$ cat src/rtl/reorder_buffer_pkg.sv
// Shared types and sizing for the Tomasulo reorder buffer and its pointer logic.
package reorder_buffer_pkg;

  localparam int ROB_DEPTH = 32;
  localparam int ROB_TAG_W = $clog2(ROB_DEPTH);
  localparam int ROB_XLEN  = 32;
  localparam int REG_W     = 5;

  typedef logic [ROB_TAG_W-1:0] rob_tag_t;

  typedef struct packed {
    logic                busy;
    logic                done;
    logic                mispredict;
    logic [REG_W-1:0]    rd;
    logic [ROB_XLEN-1:0] value;
    logic [ROB_XLEN-1:0] pc;
    logic [ROB_XLEN-1:0] target;
  } rob_entry_t;

endpackage

$ cat src/rtl/rob_ptr.sv
// Wrapping read/write pointer pair with an occupancy count; shared by the ROB
// and the reservation-station free lists.
module rob_ptr #(
  parameter int DEPTH = 32,
  parameter int PTR_W = $clog2(DEPTH)
) (
  input  logic             clk,
  input  logic             rst,
  input  logic             clear,
  input  logic             push,
  input  logic             pop,
  output logic [PTR_W-1:0] wr_ptr,
  output logic [PTR_W-1:0] rd_ptr,
  output logic [PTR_W:0]   count,
  output logic             full,
  output logic             empty
);

  logic [PTR_W-1:0] wr_q, wr_d;
  logic [PTR_W-1:0] rd_q, rd_d;
  logic [PTR_W:0]   count_q, count_d;

  // Callers guarantee push only when not full and pop only when not empty;
  // pointers wrap naturally because DEPTH is a power of two.
  always_comb begin
    wr_d    = wr_q + PTR_W'(push);
    rd_d    = rd_q + PTR_W'(pop);
    count_d = count_q + (PTR_W+1)'(push) - (PTR_W+1)'(pop);
    if (clear) begin
      wr_d    = '0;
      rd_d    = '0;
      count_d = '0;
    end
  end

  // NOTE: sequential state uses non-blocking assignments so every flop samples
  // pre-edge values regardless of block ordering.
  always_ff @(posedge clk) begin
    if (rst) begin
      wr_q    <= '0;
      rd_q    <= '0;
      count_q <= '0;
    end else begin
      wr_q    <= wr_d;
      rd_q    <= rd_d;
      count_q <= count_d;
    end
  end

  assign wr_ptr = wr_q;
  assign rd_ptr = rd_q;
  assign count  = count_q;
  assign full   = (count_q == (PTR_W+1)'(DEPTH));
  assign empty  = (count_q == '0);

endmodule

$ cat src/rtl/reorder_buffer.sv
// 32-entry circular reorder buffer: tag allocation, CDB capture with operand
// bypass, in-order retirement and mispredict flush from the head.
module reorder_buffer
  import reorder_buffer_pkg::*;
#(
  parameter int DEPTH = ROB_DEPTH,
  parameter int TAG_W = ROB_TAG_W,
  parameter int XLEN  = ROB_XLEN
) (
  input  logic             clk,
  input  logic             rst,
  input  logic             alloc_valid,
  input  logic [4:0]       alloc_rd,
  input  logic [XLEN-1:0]  alloc_pc,
  output logic             alloc_ready,
  output logic [TAG_W-1:0] alloc_tag,
  input  logic             cdb_valid,
  input  logic [TAG_W-1:0] cdb_tag,
  input  logic [XLEN-1:0]  cdb_value,
  input  logic             cdb_mispredict,
  input  logic [XLEN-1:0]  cdb_target,
  input  logic [TAG_W-1:0] op1_tag,
  input  logic [TAG_W-1:0] op2_tag,
  output logic             op1_ready,
  output logic             op2_ready,
  output logic [XLEN-1:0]  op1_value,
  output logic [XLEN-1:0]  op2_value,
  output logic             commit_valid,
  output logic [4:0]       commit_rd,
  output logic [XLEN-1:0]  commit_value,
  output logic [TAG_W-1:0] commit_tag,
  output logic             flush,
  output logic [XLEN-1:0]  flush_pc,
  output logic [TAG_W:0]   count
);

  rob_entry_t entries_q [DEPTH];
  rob_entry_t entries_d [DEPTH];

  logic [TAG_W-1:0] head, tail;
  logic             full, empty;
  logic             alloc_fire;
  logic             cdb_fire;
  logic             op1_bypass, op2_bypass;

  rob_ptr #(.DEPTH(DEPTH), .PTR_W(TAG_W)) u_ptr (
    .clk    (clk),
    .rst    (rst),
    .clear  (flush),
    .push   (alloc_fire),
    .pop    (commit_valid),
    .wr_ptr (tail),
    .rd_ptr (head),
    .count  (count),
    .full   (full),
    .empty  (empty)
  );

  // Full blocks allocation even when the head retires this cycle: the freed
  // slot only becomes visible after the edge.
  assign alloc_ready = !full && !flush;
  assign alloc_fire  = alloc_valid && alloc_ready;
  assign alloc_tag   = tail;

  assign commit_valid = !empty && entries_q[head].busy && entries_q[head].done;
  assign commit_rd    = entries_q[head].rd;
  assign commit_value = entries_q[head].value;
  assign commit_tag   = head;
  assign flush        = commit_valid && entries_q[head].mispredict;
  assign flush_pc     = entries_q[head].target;

  assign cdb_fire = cdb_valid && entries_q[cdb_tag].busy && !flush;

  assign op1_bypass = cdb_valid && (cdb_tag == op1_tag);
  assign op2_bypass = cdb_valid && (cdb_tag == op2_tag);
  assign op1_ready  = entries_q[op1_tag].busy && (entries_q[op1_tag].done || op1_bypass);
  assign op2_ready  = entries_q[op2_tag].busy && (entries_q[op2_tag].done || op2_bypass);
  assign op1_value  = op1_bypass ? cdb_value : entries_q[op1_tag].value;
  assign op2_value  = op2_bypass ? cdb_value : entries_q[op2_tag].value;

  always_comb begin
    for (int i = 0; i < DEPTH; i++) entries_d[i] = entries_q[i];

    if (cdb_fire) begin
      entries_d[cdb_tag].done       = 1'b1;
      entries_d[cdb_tag].value      = cdb_value;
      entries_d[cdb_tag].mispredict = cdb_mispredict;
      entries_d[cdb_tag].target     = cdb_target;
    end

    if (commit_valid) entries_d[head].busy = 1'b0;

    if (alloc_fire) begin
      entries_d[tail].busy       = 1'b1;
      entries_d[tail].done       = 1'b0;
      entries_d[tail].mispredict = 1'b0;
      entries_d[tail].rd         = alloc_rd;
      entries_d[tail].pc         = alloc_pc;
    end

    if (flush) begin
      for (int i = 0; i < DEPTH; i++) entries_d[i].busy = 1'b0;
    end
  end

  // NOTE: only the control bits are reset; payload fields are qualified by
  // busy/done, so leaving them unreset keeps the storage a plain RAM-like array.
  always_ff @(posedge clk) begin
    if (rst) begin
      for (int i = 0; i < DEPTH; i++) begin
        entries_q[i].busy       <= 1'b0;
        entries_q[i].done       <= 1'b0;
        entries_q[i].mispredict <= 1'b0;
      end
    end else begin
      for (int i = 0; i < DEPTH; i++) entries_q[i] <= entries_d[i];
    end
  end

endmodule
$ cat config.mk
export PLATFORM = sky130hd
export DESIGN_NAME = reorder_buffer
export DESIGN_NICKNAME = d
export VERILOG_FILES = /design/src/rtl/reorder_buffer_pkg.sv /design/src/rtl/rob_ptr.sv /design/src/rtl/reorder_buffer.sv
export SDC_FILE = /design/constraint.sdc
export NUM_CORES = 2
export LEC_CHECK = 0
export CAP_MARGIN = 20
export CORE_ASPECT_RATIO = 1.2
export CORE_UTILIZATION = 40
export DETAILED_ROUTE_END_ITERATION = 6
export PLACE_DENSITY = 0.53
export REMOVE_ABC_BUFFERS = 1
export SLEW_MARGIN = 30
export SYNTH_ARGS = -nofsm -noshare
export SYNTH_HDL_FRONTEND = slang
export SYNTH_SLANG_ARGS = --single-unit
$ cat constraint.sdc
create_clock -name clk -period 6.67 [get_ports clk]
set_clock_uncertainty 0.15 [all_clocks]
set_input_delay 0.667 -clock clk [delete_from_list [all_inputs] [get_ports clk]]
set_output_delay 0.667 -clock clk [all_outputs]
set_load 0.05 [all_outputs]
==> results.yml <==
cells_and_area:
  drive_gt1_share_pct: 25.5
  nets: 7964
  fill_cells: 25500
  multi_input_area_um2: 45700
  area.growth.synth_to_final_pct: 13.3
  fin_area_um2: 133000
  seq_area_um2: 68600
  final_util_pct: 45.6
  layoutNonFillerInstCount: 11900
cts:
  worstSkewPairLatency_ns: 0.88
  cts_buffers: 267
  cts_buffer_depth: 4
  cts_tree: "built"
  htreeDepth: 5
  cts_resized: 0
  cts_root_buf: "clkbuf_16"
  cts_sinks: 2320
  cts_hold_buf: 0
  cts.clk_slew.worst_paths_ns: 0.06
  postCtsSetupBuffers: 0
global_route:
  grt_pass1_vias: 78200
  grt_usage_pct: 29.8
  grt_overflow: 0
  grt_pass1_wl_um: 614000
  antenna_found_initial: 23
  grt_max_degree: 129
die:
  core_area_um2: 291000
  die_h_um: 595
  row_count: 217
  fp.dieW_um: 496
  io_pins: 275
  die-area_um2: 295000
  start_util_pct: 40.2
sta:
  rsz0062_at_grt: "false"
  post-route-period-util_pct: 95.4
  fin_crit_ns: 6.37
  hold_viol_final: 0
  clock.fmax_mhz: 157
  setup_violations: 0
  max_slew_margin_pct: 26.2
  worst_pin_slew_ns: 1.11
  finalMaxSlewViolations: 0
  setup_tns_ns: 0
  whs_ns: 0.151
synth:
  yosysTopAreaCellShare_pct: 56.5
  async_flop_share_pct: 0
  ys_warn_count: 0
  yosys-top-cells-area: "edfxtp_1 (57%), mux4_2 (24%), nor2_1 (6.5%)"
  synth_edf_count: 2208
  syn_area_um2: 117000
  avgSynthCellArea_um2: 14.7
  ys_seq_area_share_pct: 58.5
  yosys.area.top_type: "edfxtp_1"
  ys_types: 59
  synth_most_common_cell: "edfxtp_1"
  ys_seq_elements: 2320
  synthCells: 7963
  ys_top_cells_by_count: "edfxtp_1 (2,208), nor2_1 (2,043), mux4_2 (1,247), clkbuf_1 (573), a22oi_1 (278)"
  synth_ff_type: "edfxtp_1"
worst_setup_path:
  crit_type: "flip-flop to output pin"
  worstPathCellList: "buf_4 > buf_12 > mux4_2 > a22oi_1 > nand4_1 > clkdlybuf4s50_1"
  ff2ff_setup_slack_ns: 1.10
  r2r_end: "entries_q[13][25]"
  start_kind: "flip-flop"
  slowest_delay_ns: 0.93
  cp_slowest_cell: "dfxtp_4"
  worstSetupEndpointType: "output pin"
  rr_worst_depth: 11
  crit_fanout: 78
  required_ns: 5.85
  reg2reg_from: "u_ptr.rd_ptr[0]"
  critPathBufInv: 3
  crit_family: "buffers and inverters"
  crit_arrival_ns: 5.55
placed_design:
  placedInstanceArea_um2: 124000
  port_buffers: 242
  dp.cells: 11400
  hpwl_um: 240000
  gp_congestion: 0.849
route:
  vias: 77700
  ant_nets: 0
  vias_per_cell: 6.55
  drt-initial-drc-count: 10700
  first_pass_iters: 7
  wirelength_um: 442000
  routedWlPerCell_um: 37.2
  drcViolationCount: 6
run_status:
  status: "finished, violations left"
  failed_checks: "DRC"
flow_run:
  maxCapViolCount: 0
power_and_ir_drop:
  leakagePower_uw: 0.0345
  p_per_area_nw_per_um2: 239
  peakVddDrop_mv: 0.196
min_path:
  min-delay-start: "rst"
  hold_depth: 2
  whs_endpoint: "entries_q[19][102]"
  hold_path.class: "input port to flip-flop"
placed cells by master (no fill, tap or decap), types with 16 or more instances in the layout:
cell / count
a221oi_1: 16
nand4_1: 77
clkinv_1: 59
edfxtp_1: 2208
nand3_1: 100
o31ai_1: 38
nor3_1: 64
buf_4: 176
mux2i_1: 87
and2_1: 210
nand2_4: 26
a21oi_1: 79
o21ai_0: 97
mux4_2: 1247
a22oi_1: 278
clkbuf_16: 278
nor2_4: 29
and3_1: 39
nand2_1: 85
clkinv_2: 36
nand2_2: 63
nor2_1: 2014
clkdlybuf4s50_1: 231
buf_12: 83
clkbuf_1: 60
dfxtp_1: 110
a211oi_1: 18
worst register-to-register path, stage by stage (launching register included):
cell and delay (ns):
dfxtp_4 0.93, buf_12 0.52, mux2i_1 0.21, a221oi_1 0.32, a21o_1 0.16, nand3_1 0.23, or3_4 0.65, buf_4 0.32
nand2_4 0.09, buf_4 0.71, buf_4 0.75, nor2_1 0.21
layout make-up:
| class | count | share of cell area [%] |
|---|---|---|
| repair buffers | 504 | 4.15 |
| multi-input cells | 4722 | 34.4 |
| diodes | 7 | 0.0132 |
| flip-flops and latches | 2320 | 51.6 |
| clock buffers | 338 | 5.41 |
| clock inverters | 129 | 0.736 |
| inverters | 14 | 0.0433 |
| well taps | 3832 | 3.61 |
cells by family after synthesis:
group / synth area share (%)
adders and majority gates: 0.156
buffers and inverters: 3.19
xor gates and xnor gates: 0.149
muxes: 24.8
DFF: 58.5
AOI/OAI and AO/OA: 3.25
and+or+nand+nor: 10.0
routing by layer:
metal	share of wire (%)	global-route usage (%)	vias up
met4	5.4	14.1	8
li1	-	-	30500
met1	37	38.9	41200
met2	48	48.3	4778
met5	0.012	0	-
met3	9.6	5.20	1098
worst max path at each step:
stage	startpoint	endpoint	slack, ns	depth (start not counted)
floorplan	u_ptr.rd_ptr[0]	entries_q[18][0]	-28.99	8
global placement	cdb_tag[1]	entries_q[13][65]	1.02	11
detailed placement	cdb_tag[1]	entries_q[13][25]	1.0	11
CTS	u_ptr.rd_ptr[0]	alloc_ready	0.16	8
global route	u_ptr.rd_ptr[0]	commit_value[17]	0.08	6
finish	u_ptr.rd_ptr[0]	commit_value[24]	0.30	6
report_power, final:
group	internal, uW	total [uW]	switching [uW]
clock network	8120	14200	6130
logic	582	1740	1160
registers	15800	15800	32.9
state kept, by name, summed over array words and instances, names as in the netlist:
name / count
u_ptr.count: 6
u_ptr.wr_ptr: 5
entries_q: 2304
u_ptr.rd_ptr: 5
metrics by stage:
| step | worst slack (ns) | power (uW) |
|---|---|---|
| 4_1_cts | 0.157 | 31900 |
| 5_1_grt | 0.0769 | 32500 |
| 2_1_floorplan | -28.99 | 17000 |
| 6_report | 0.304 | 31800 |
| 3_5_place_dp | 0.997 | 17800 |
| 3_3_place_gp | 1.02 | 17800 |
Note: power is estimated with default switching activity, not from simulation.
